File: config.mk
export PLATFORM = sky130hd
export DESIGN_NAME = matrix_alu_2x2_seq
export DESIGN_NICKNAME = d
export VERILOG_FILES = /design/src/rtl/matrix_alu_2x2_seq.sv
export SDC_FILE = /design/constraint.sdc
export NUM_CORES = 1
export LEC_CHECK = 0
export CAP_MARGIN = 20
export CORE_ASPECT_RATIO = 0.8
export CORE_MARGIN = 8
export CORE_UTILIZATION = 30
export CTS_BUF_LIST = sky130_fd_sc_hd__clkbuf_4
export CTS_CLUSTER_DIAMETER = 40
export DETAILED_ROUTE_END_ITERATION = 10
export GPL_TIMING_DRIVEN = 0
export HOLD_SLACK_MARGIN = 0.1
export PLACE_DENSITY = 0.47
export SLEW_MARGIN = 20
export SYNTH_ARGS = -nofsm -noshare
export SYNTH_HDL_FRONTEND = slang
export SYNTH_SLANG_ARGS = --single-unit
File: constraint.sdc
create_clock -name clk -period 16.15 [get_ports clk]
set_input_delay 1.615 -clock clk [delete_from_list [all_inputs] [get_ports clk]]
set_output_delay 1.615 -clock clk [all_outputs]
set_load 0.02 [all_outputs]
File: src/rtl/matrix_alu_2x2_seq.sv
// Sequential 2x2 matrix ALU: add, subtract, multiply, transpose and determinant
// behind a start/ready/busy/done handshake, with one shared DW x DW multiplier.
module matrix_alu_2x2_seq #(
    parameter int unsigned DW = 4,
    parameter int unsigned OW = 2*DW+2
) (
    input  logic            clk,
    input  logic            rst_n,
    input  logic            start,
    input  logic [2:0]      op,
    input  logic [4*DW-1:0] a,
    input  logic [4*DW-1:0] b,
    output logic            ready,
    output logic            busy,
    output logic            done,
    output logic            err,
    output logic [4*OW-1:0] c,
    output logic [OW-1:0]   det
);

    localparam int unsigned PW = 2*DW;
    localparam int unsigned SW = 2*DW+1;
    localparam int unsigned CW = 3;

    localparam logic [2:0] OP_ADD = 3'd0;
    localparam logic [2:0] OP_SUB = 3'd1;
    localparam logic [2:0] OP_MUL = 3'd2;
    localparam logic [2:0] OP_TRN = 3'd3;
    localparam logic [2:0] OP_DET = 3'd4;

    generate
        if (OW < 2*DW+2) begin : g_bad_ow
            $error("matrix_alu_2x2_seq: OW must be >= 2*DW+2");
        end
    endgenerate

    typedef enum logic [1:0] {
        S_IDLE,
        S_EXEC,
        S_DONE
    } state_t;

    state_t          state;
    logic [4*DW-1:0] a_q;
    logic [4*DW-1:0] b_q;
    logic [2:0]      op_q;
    logic [CW-1:0]   cnt;
    logic [PW-1:0]   acc_q;
    logic [SW-1:0]   res_q [3];

    logic [DW-1:0]   mul_x_c;
    logic [DW-1:0]   mul_y_c;
    logic [PW-1:0]   prod_c;
    logic [SW-1:0]   sum_c;
    logic [OW-1:0]   det_c;
    logic [4*OW-1:0] add_c;
    logic [4*OW-1:0] sub_c;
    logic [4*OW-1:0] trn_c;
    logic [4*OW-1:0] mul_c;
    logic            last_step_c;
    logic            op_legal_c;

    // Element k of a packed matrix: 0=e11, 1=e12, 2=e21, 3=e22.
    function automatic logic [DW-1:0] el(input logic [4*DW-1:0] m, input logic [1:0] k);
        case (k)
            2'd0:    el = m[4*DW-1 -: DW];
            2'd1:    el = m[3*DW-1 -: DW];
            2'd2:    el = m[2*DW-1 -: DW];
            default: el = m[DW-1:0];
        endcase
    endfunction

    // Multiplier operand select: MUL walks row(cnt[2]) x col(cnt[1]), k = cnt[0].
    always_comb begin
        mul_x_c = el(a_q, {cnt[2], cnt[0]});
        mul_y_c = el(b_q, {cnt[0], cnt[1]});
        if (op_q == OP_DET) begin
            mul_x_c = el(a_q, cnt[0] ? 2'd1 : 2'd0);
            mul_y_c = el(a_q, cnt[0] ? 2'd2 : 2'd3);
        end
    end

    assign prod_c = {{DW{1'b0}}, mul_x_c} * {{DW{1'b0}}, mul_y_c};
    assign sum_c  = {1'b0, acc_q} + {1'b0, prod_c};
    assign det_c  = OW'(acc_q) - OW'(prod_c);

    // Single-step element-wise results.
    always_comb begin
        add_c = '0;
        sub_c = '0;
        for (int k = 0; k < 4; k++) begin
            add_c[(3-k)*OW +: OW] = OW'(el(a_q, 2'(k))) + OW'(el(b_q, 2'(k)));
            sub_c[(3-k)*OW +: OW] = OW'($signed({1'b0, el(a_q, 2'(k))} - {1'b0, el(b_q, 2'(k))}));
        end
    end

    assign trn_c = {OW'(el(a_q, 2'd0)), OW'(el(a_q, 2'd2)), OW'(el(a_q, 2'd1)), OW'(el(a_q, 2'd3))};
    assign mul_c = {OW'(res_q[0]), OW'(res_q[1]), OW'(res_q[2]), OW'(sum_c)};

    always_comb begin
        case (op_q)
            OP_MUL:  last_step_c = (cnt == CW'(7));
            OP_DET:  last_step_c = (cnt == CW'(1));
            default: last_step_c = 1'b1;
        endcase
    end

    assign op_legal_c = (op <= OP_DET);

    always_ff @(posedge clk) begin
        if (!rst_n) begin
            state    <= S_IDLE;
            a_q      <= '0;
            b_q      <= '0;
            op_q     <= '0;
            cnt      <= '0;
            acc_q    <= '0;
            res_q[0] <= '0;
            res_q[1] <= '0;
            res_q[2] <= '0;
            ready    <= 1'b1;
            busy     <= 1'b0;
            done     <= 1'b0;
            err      <= 1'b0;
            c        <= '0;
            det      <= '0;
        end else begin
            done <= 1'b0;
            case (state)
                S_IDLE: begin
                    if (start) begin
                        ready <= 1'b0;
                        if (op_legal_c) begin
                            a_q   <= a;
                            b_q   <= b;
                            op_q  <= op;
                            cnt   <= '0;
                            err   <= 1'b0;
                            busy  <= 1'b1;
                            state <= S_EXEC;
                        end else begin
                            err   <= 1'b1;
                            c     <= '0;
                            det   <= '0;
                            done  <= 1'b1;
                            state <= S_DONE;
                        end
                    end
                end
                S_EXEC: begin
                    cnt <= cnt + CW'(1);
                    case (op_q)
                        OP_ADD: begin
                            c   <= add_c;
                            det <= '0;
                        end
                        OP_SUB: begin
                            c   <= sub_c;
                            det <= '0;
                        end
                        OP_TRN: begin
                            c   <= trn_c;
                            det <= '0;
                        end
                        // Even steps hold the first product, odd steps finish an element.
                        OP_MUL: begin
                            if (!cnt[0]) begin
                                acc_q <= prod_c;
                            end else if (!last_step_c) begin
                                res_q[cnt[2:1]] <= sum_c;
                            end else begin
                                c   <= mul_c;
                                det <= '0;
                            end
                        end
                        OP_DET: begin
                            if (!cnt[0]) begin
                                acc_q <= prod_c;
                            end else begin
                                det <= det_c;
                                c   <= '0;
                            end
                        end
                        default: begin
                            c   <= '0;
                            det <= '0;
                        end
                    endcase
                    if (last_step_c) begin
                        busy  <= 1'b0;
                        done  <= 1'b1;
                        state <= S_DONE;
                    end
                end
                S_DONE: begin
                    ready <= 1'b1;
                    state <= S_IDLE;
                end
                default: begin
                    ready <= 1'b1;
                    busy  <= 1'b0;
                    state <= S_IDLE;
                end
            endcase
        end
    end

endmodule
==> PnR_summary.wiki <==
{| class="wikitable"
! Metric !! Value
|-
| Vertical extent of the die || 159 um
|-
| # Max-Cap Violations || 0
|-
| Count of placed standard cells including taps || 1269
|-
| Yosys warns || 0
|-
| Cell repeated most along the worst path || sky130_fd_sc_hd__inv_1
|-
| Clock Sink Count || 128
|-
| Antenna viol nets, final || 0
|-
| Sort of element at the start of the critical path || flip-flop
|-
| Critical setup path kind || flip-flop to flip-flop
|-
| Min Tclk post-route || 6580 ps
|-
| Total vias in the final route || 6396
|-
| Final routed wire length divided by cell count || 19.4 um
|-
| H-tree depth reported by CTS || 4
|-
| Clock tree skew after final layout || 24.4 ps
|-
| Setup TNS || 0 ps
|-
| Parity-gate share of the synthesized area counting xor and xnor cells || 0.0329
|-
| Global placer's final weighted congestion || 0.858
|-
| Power per Cell Area || 75.6 nW/um2
|-
| Synth-to-layout area growth || 20.5%
|-
| Standby leakage power || 3.50 nW
|-
| Global-route usage over all layers || 0.166
|-
| Worst hold path type || flip-flop to flip-flop
|-
| Number of buffers created by CTS || 17
|-
| Largest fanout of any net on the critical path || 10
|-
| Pin count of the biggest net entering global routing || 17
|-
| Hold Fails Final Rpt || 0
|-
| Highest attainable clock frequency || 0.152 GHz
|-
| Number of standard cells in the final layout excluding fillers || 1306
|-
| Initial antenna violation count || 1
|-
| Post-Route M1 WL || 12.6 mm
|-
| Multiplexer area fraction after synthesis || 0.0509
|-
| Run status || finished clean
|-
| CTS Root Cell || sky130_fd_sc_hd__clkbuf_4
|-
| Clock latency on the worst-skew pair || 560 ps
|-
| Maximum single-stage delay on the critical path || 950 ps
|-
| Core footprint || 25300 um2
|-
| Cell types occupying the most area after synthesis || sky130_fd_sc_hd__dfxtp_1 26%, sky130_fd_sc_hd__ha_1 11%, sky130_fd_sc_hd__edfxtp_1 11%
|-
| Met3 routed WL || 1.39 mm
|-
| Drt via density || 4.90
|-
| TritonCTS clock tree || done
|-
| Number of hold-repair buffers added at the cts stage || 0
|-
| Post-synthesis compound-gate area fraction || 0.179
|-
| Number of port buffers || 91
|-
| CTS clock-pin slew for the worst setup and hold paths || 130 ps
|-
| Actual slew at the worst max-slew pin || 1170 ps
|-
| Length of the first detailed-routing pass in iterations || 7
|-
| Synth async-reset ratio || 0
|-
| Initial detailed-routing violation count || 502
|-
| Number of enable flip-flop cells after synthesis || 27
|-
| Setup-failing EPs final || 0
|-
| Detailed placer's ending HPWL || 19.8 mm
|-
| Top metal layer carrying routed signals || met4
|-
| Initial core utilization || 0.305
|-
| RSZ-0062 raised after global routing || false
|-
| Number of remaining DRC errors || 0
|-
| Register area share after synthesis || 0.367
|-
| Net count of the finished layout || 1081
|-
| Cell-by-cell trace of the critical path || buf_2 -> clkinv_1 -> ha_1 -> a222oi_1 -> mux2i_1 -> a21oi_1 -> nand2b_1 -> fa_1 -> inv_1 -> fa_1 -> inv_1 -> fa_1 -> inv_1 -> a21o_1 -> a21oi_1 -> xor2_1 -> inv_1 -> ha_1 -> a21o_1 -> o311ai_0 -> o211ai_1
|-
| Arrival time at the worst endpoint || 6980 ps
|-
| Overflow after GRT || 0
|-
| Cell area after synthesis || 7720 um2
|-
| Combinational family with the most area after synthesis || compound AO/OA/AOI/OAI gates
|-
| WL met2 || 11.0 mm
|-
| First-pass GRT wire length || 39.7 mm
|-
| Yosys top cell area share || 0.262
|-
| Top-Level Pins || 92
|-
| Number of standard cells after synthesis || 854
|-
| Detailed Route WL || 25.3 mm
|-
| Share of the clock period used by the worst path || 0.407
|-
| Number of nets in the synthesized netlist || 971
|-
| Relative slew slack || 0.211
|-
| Share of synthesized cell area in full adder, half adder and majority cells || 0.142
|-
| Maximum resistive drop on vdd || 0.0353 mV
|-
| Sort of element at the end of the critical path || flip-flop
|-
| Max-slew violation total from the final report || 0
|-
| Post-synthesis share of cell area spent on and, or, nand and nor gates || 0.174
|-
| Number of global-route vias before repair || 6512
|-
| Leading register cell type out of synthesis || sky130_fd_sc_hd__dfxtp_1
|-
| Die area || 31200 um2
|-
| # resized after CTS || 0
|-
| Count of cell types in the netlist || 58
|-
| Required time of the worst setup path || 16550 ps
|-
| Fraction of final layout cells sized beyond drive strength 1 || 0.0676
|-
| Slowest stage cell on the critical path || sky130_fd_sc_hd__o311ai_0
|-
| Synthesized area per cell || 9.04 um2
|-
| Number of standard-cell rows in the floorplan || 52
|-
| Register bit total from synthesis || 128
|-
| Setup Buffers After CTS || 0
|-
| Width of the chip || 195 um
|-
| Library cell with the largest summed area after synthesis || sky130_fd_sc_hd__dfxtp_1
|-
| CTS max path bufs || 2
|}
-- layout by cell type (no fill, tap or decap), types with 31 or more instances in the layout --
cell                                n
sky130_fd_sc_hd__a21boi_0          40
sky130_fd_sc_hd__a21oi_1           52
sky130_fd_sc_hd__clkbuf_1          34
sky130_fd_sc_hd__clkdlybuf4s50_1   91
sky130_fd_sc_hd__dfxtp_1          101
sky130_fd_sc_hd__ha_1              65
sky130_fd_sc_hd__inv_1             55
sky130_fd_sc_hd__nand2_1          109
sky130_fd_sc_hd__nor2_1            58
sky130_fd_sc_hd__nor2b_1           40
sky130_fd_sc_hd__o21ai_0           31
-- layer usage --
metal,up-vias,GRT usage
met3,16,0.0355
met5,-,0
met2,173,0.258
met1,3040,0.231
li1,3167,-
met4,0,0.0341
-- sequential cells by signal, summed over array words and instances (netlist names) --
name and flops:
a_q 16, acc_q 8, b_q 16, busy 1, c 40, cnt 3
det 9, done 1, err 1, op_q 3, ready 1, res_q 27
state 2
-- power breakdown --
part	total, mW	internal (mW)	switching (mW)
Combinational	0.136	0.0559	0.0800
Sequential	0.352	0.338	0.0142
Clock	0.216	0.0802	0.135
Total	0.703	0.474	0.230
-- stage by stage --
step	hold WS, ps	total power [mW]	worst slack [ps]	utilization	area [um2]
2_1_floorplan	460	0.439	10900	-	7720
3_3_place_gp	462	0.495	9670	0.357	9040
3_5_place_dp	460	0.495	9610	0.357	9040
4_1_cts	477	0.709	9590	0.367	9300
5_1_grt	527	0.742	9080	0.368	9310
6_report	473	0.703	9570	0.368	9310
-- worst max-delay path: cells and delay by family, from the launching register on --
kind	cells	cell delay [ps]
flip-flops	1	380
buffers and inverters	6	1080
multiplexers	1	180
adder cells (fa/ha/maj)	5	1830
AO/OA/AOI/OAI	7	2450
XOR/XNOR	1	300
AND/OR/NAND/NOR	1	180
-- cell type report --
class,instances,area [um2]
diodes,5,12.5
plain buffers,51,214
repair buffers,91,911
fillers,2640,16000
well taps,324,405
clock buffers,19,143
inverters,56,210
clock inverters,13,115
flip-flops and latches,128,2830
multi-input cells,619,4460
-- cell families after synthesis --
family,count (synthesis)
buffers and inverters,107
muxes,28
AOI/OAI and AO/OA,207
adders and majority gates,79
and+or+nand+nor,276
DFF,128
xor gates and xnor gates,29
-- worst paths after layout --
path                            slack [ps]  cells after the start   start  endpoint
worst min register to register         470                      2  det[1]    det[1]
worst max register to register        9570                     21  cnt[0]      c[7]
worst min-delay path                   470                      2  det[1]    det[1]
worst max-delay path                  9570                     21  cnt[0]      c[7]
-- cell usage after synthesis, types with 3 or more instances --
cell type,n
sky130_fd_sc_hd__o211ai_1,5
sky130_fd_sc_hd__inv_1,55
sky130_fd_sc_hd__ha_1,65
sky130_fd_sc_hd__xor2_1,12
sky130_fd_sc_hd__clkbuf_1,34
sky130_fd_sc_hd__dfxtp_1,101
sky130_fd_sc_hd__o22ai_1,5
sky130_fd_sc_hd__nand2b_1,7
sky130_fd_sc_hd__nor2b_1,40
sky130_fd_sc_hd__a211oi_1,8
sky130_fd_sc_hd__xnor2_1,17
sky130_fd_sc_hd__o21bai_1,10
sky130_fd_sc_hd__a22oi_1,15
sky130_fd_sc_hd__mux4_2,9
sky130_fd_sc_hd__mux2i_1,19
sky130_fd_sc_hd__buf_2,15
sky130_fd_sc_hd__a21oi_1,52
sky130_fd_sc_hd__o21ai_0,31
sky130_fd_sc_hd__a21boi_0,40
sky130_fd_sc_hd__nand3_1,11
sky130_fd_sc_hd__and2_1,19
sky130_fd_sc_hd__a221oi_1,3
sky130_fd_sc_hd__nand3_2,3
sky130_fd_sc_hd__nor3_1,4
sky130_fd_sc_hd__nand2_1,109
sky130_fd_sc_hd__fa_1,14
sky130_fd_sc_hd__nor2_1,58
sky130_fd_sc_hd__nor3b_1,8
sky130_fd_sc_hd__a222oi_1,4
sky130_fd_sc_hd__a21o_1,14
sky130_fd_sc_hd__and3_1,5
sky130_fd_sc_hd__edfxtp_1,27
sky130_fd_sc_hd__a221o_1,3
No activity file was read; power rests on OpenSTA's default activity.
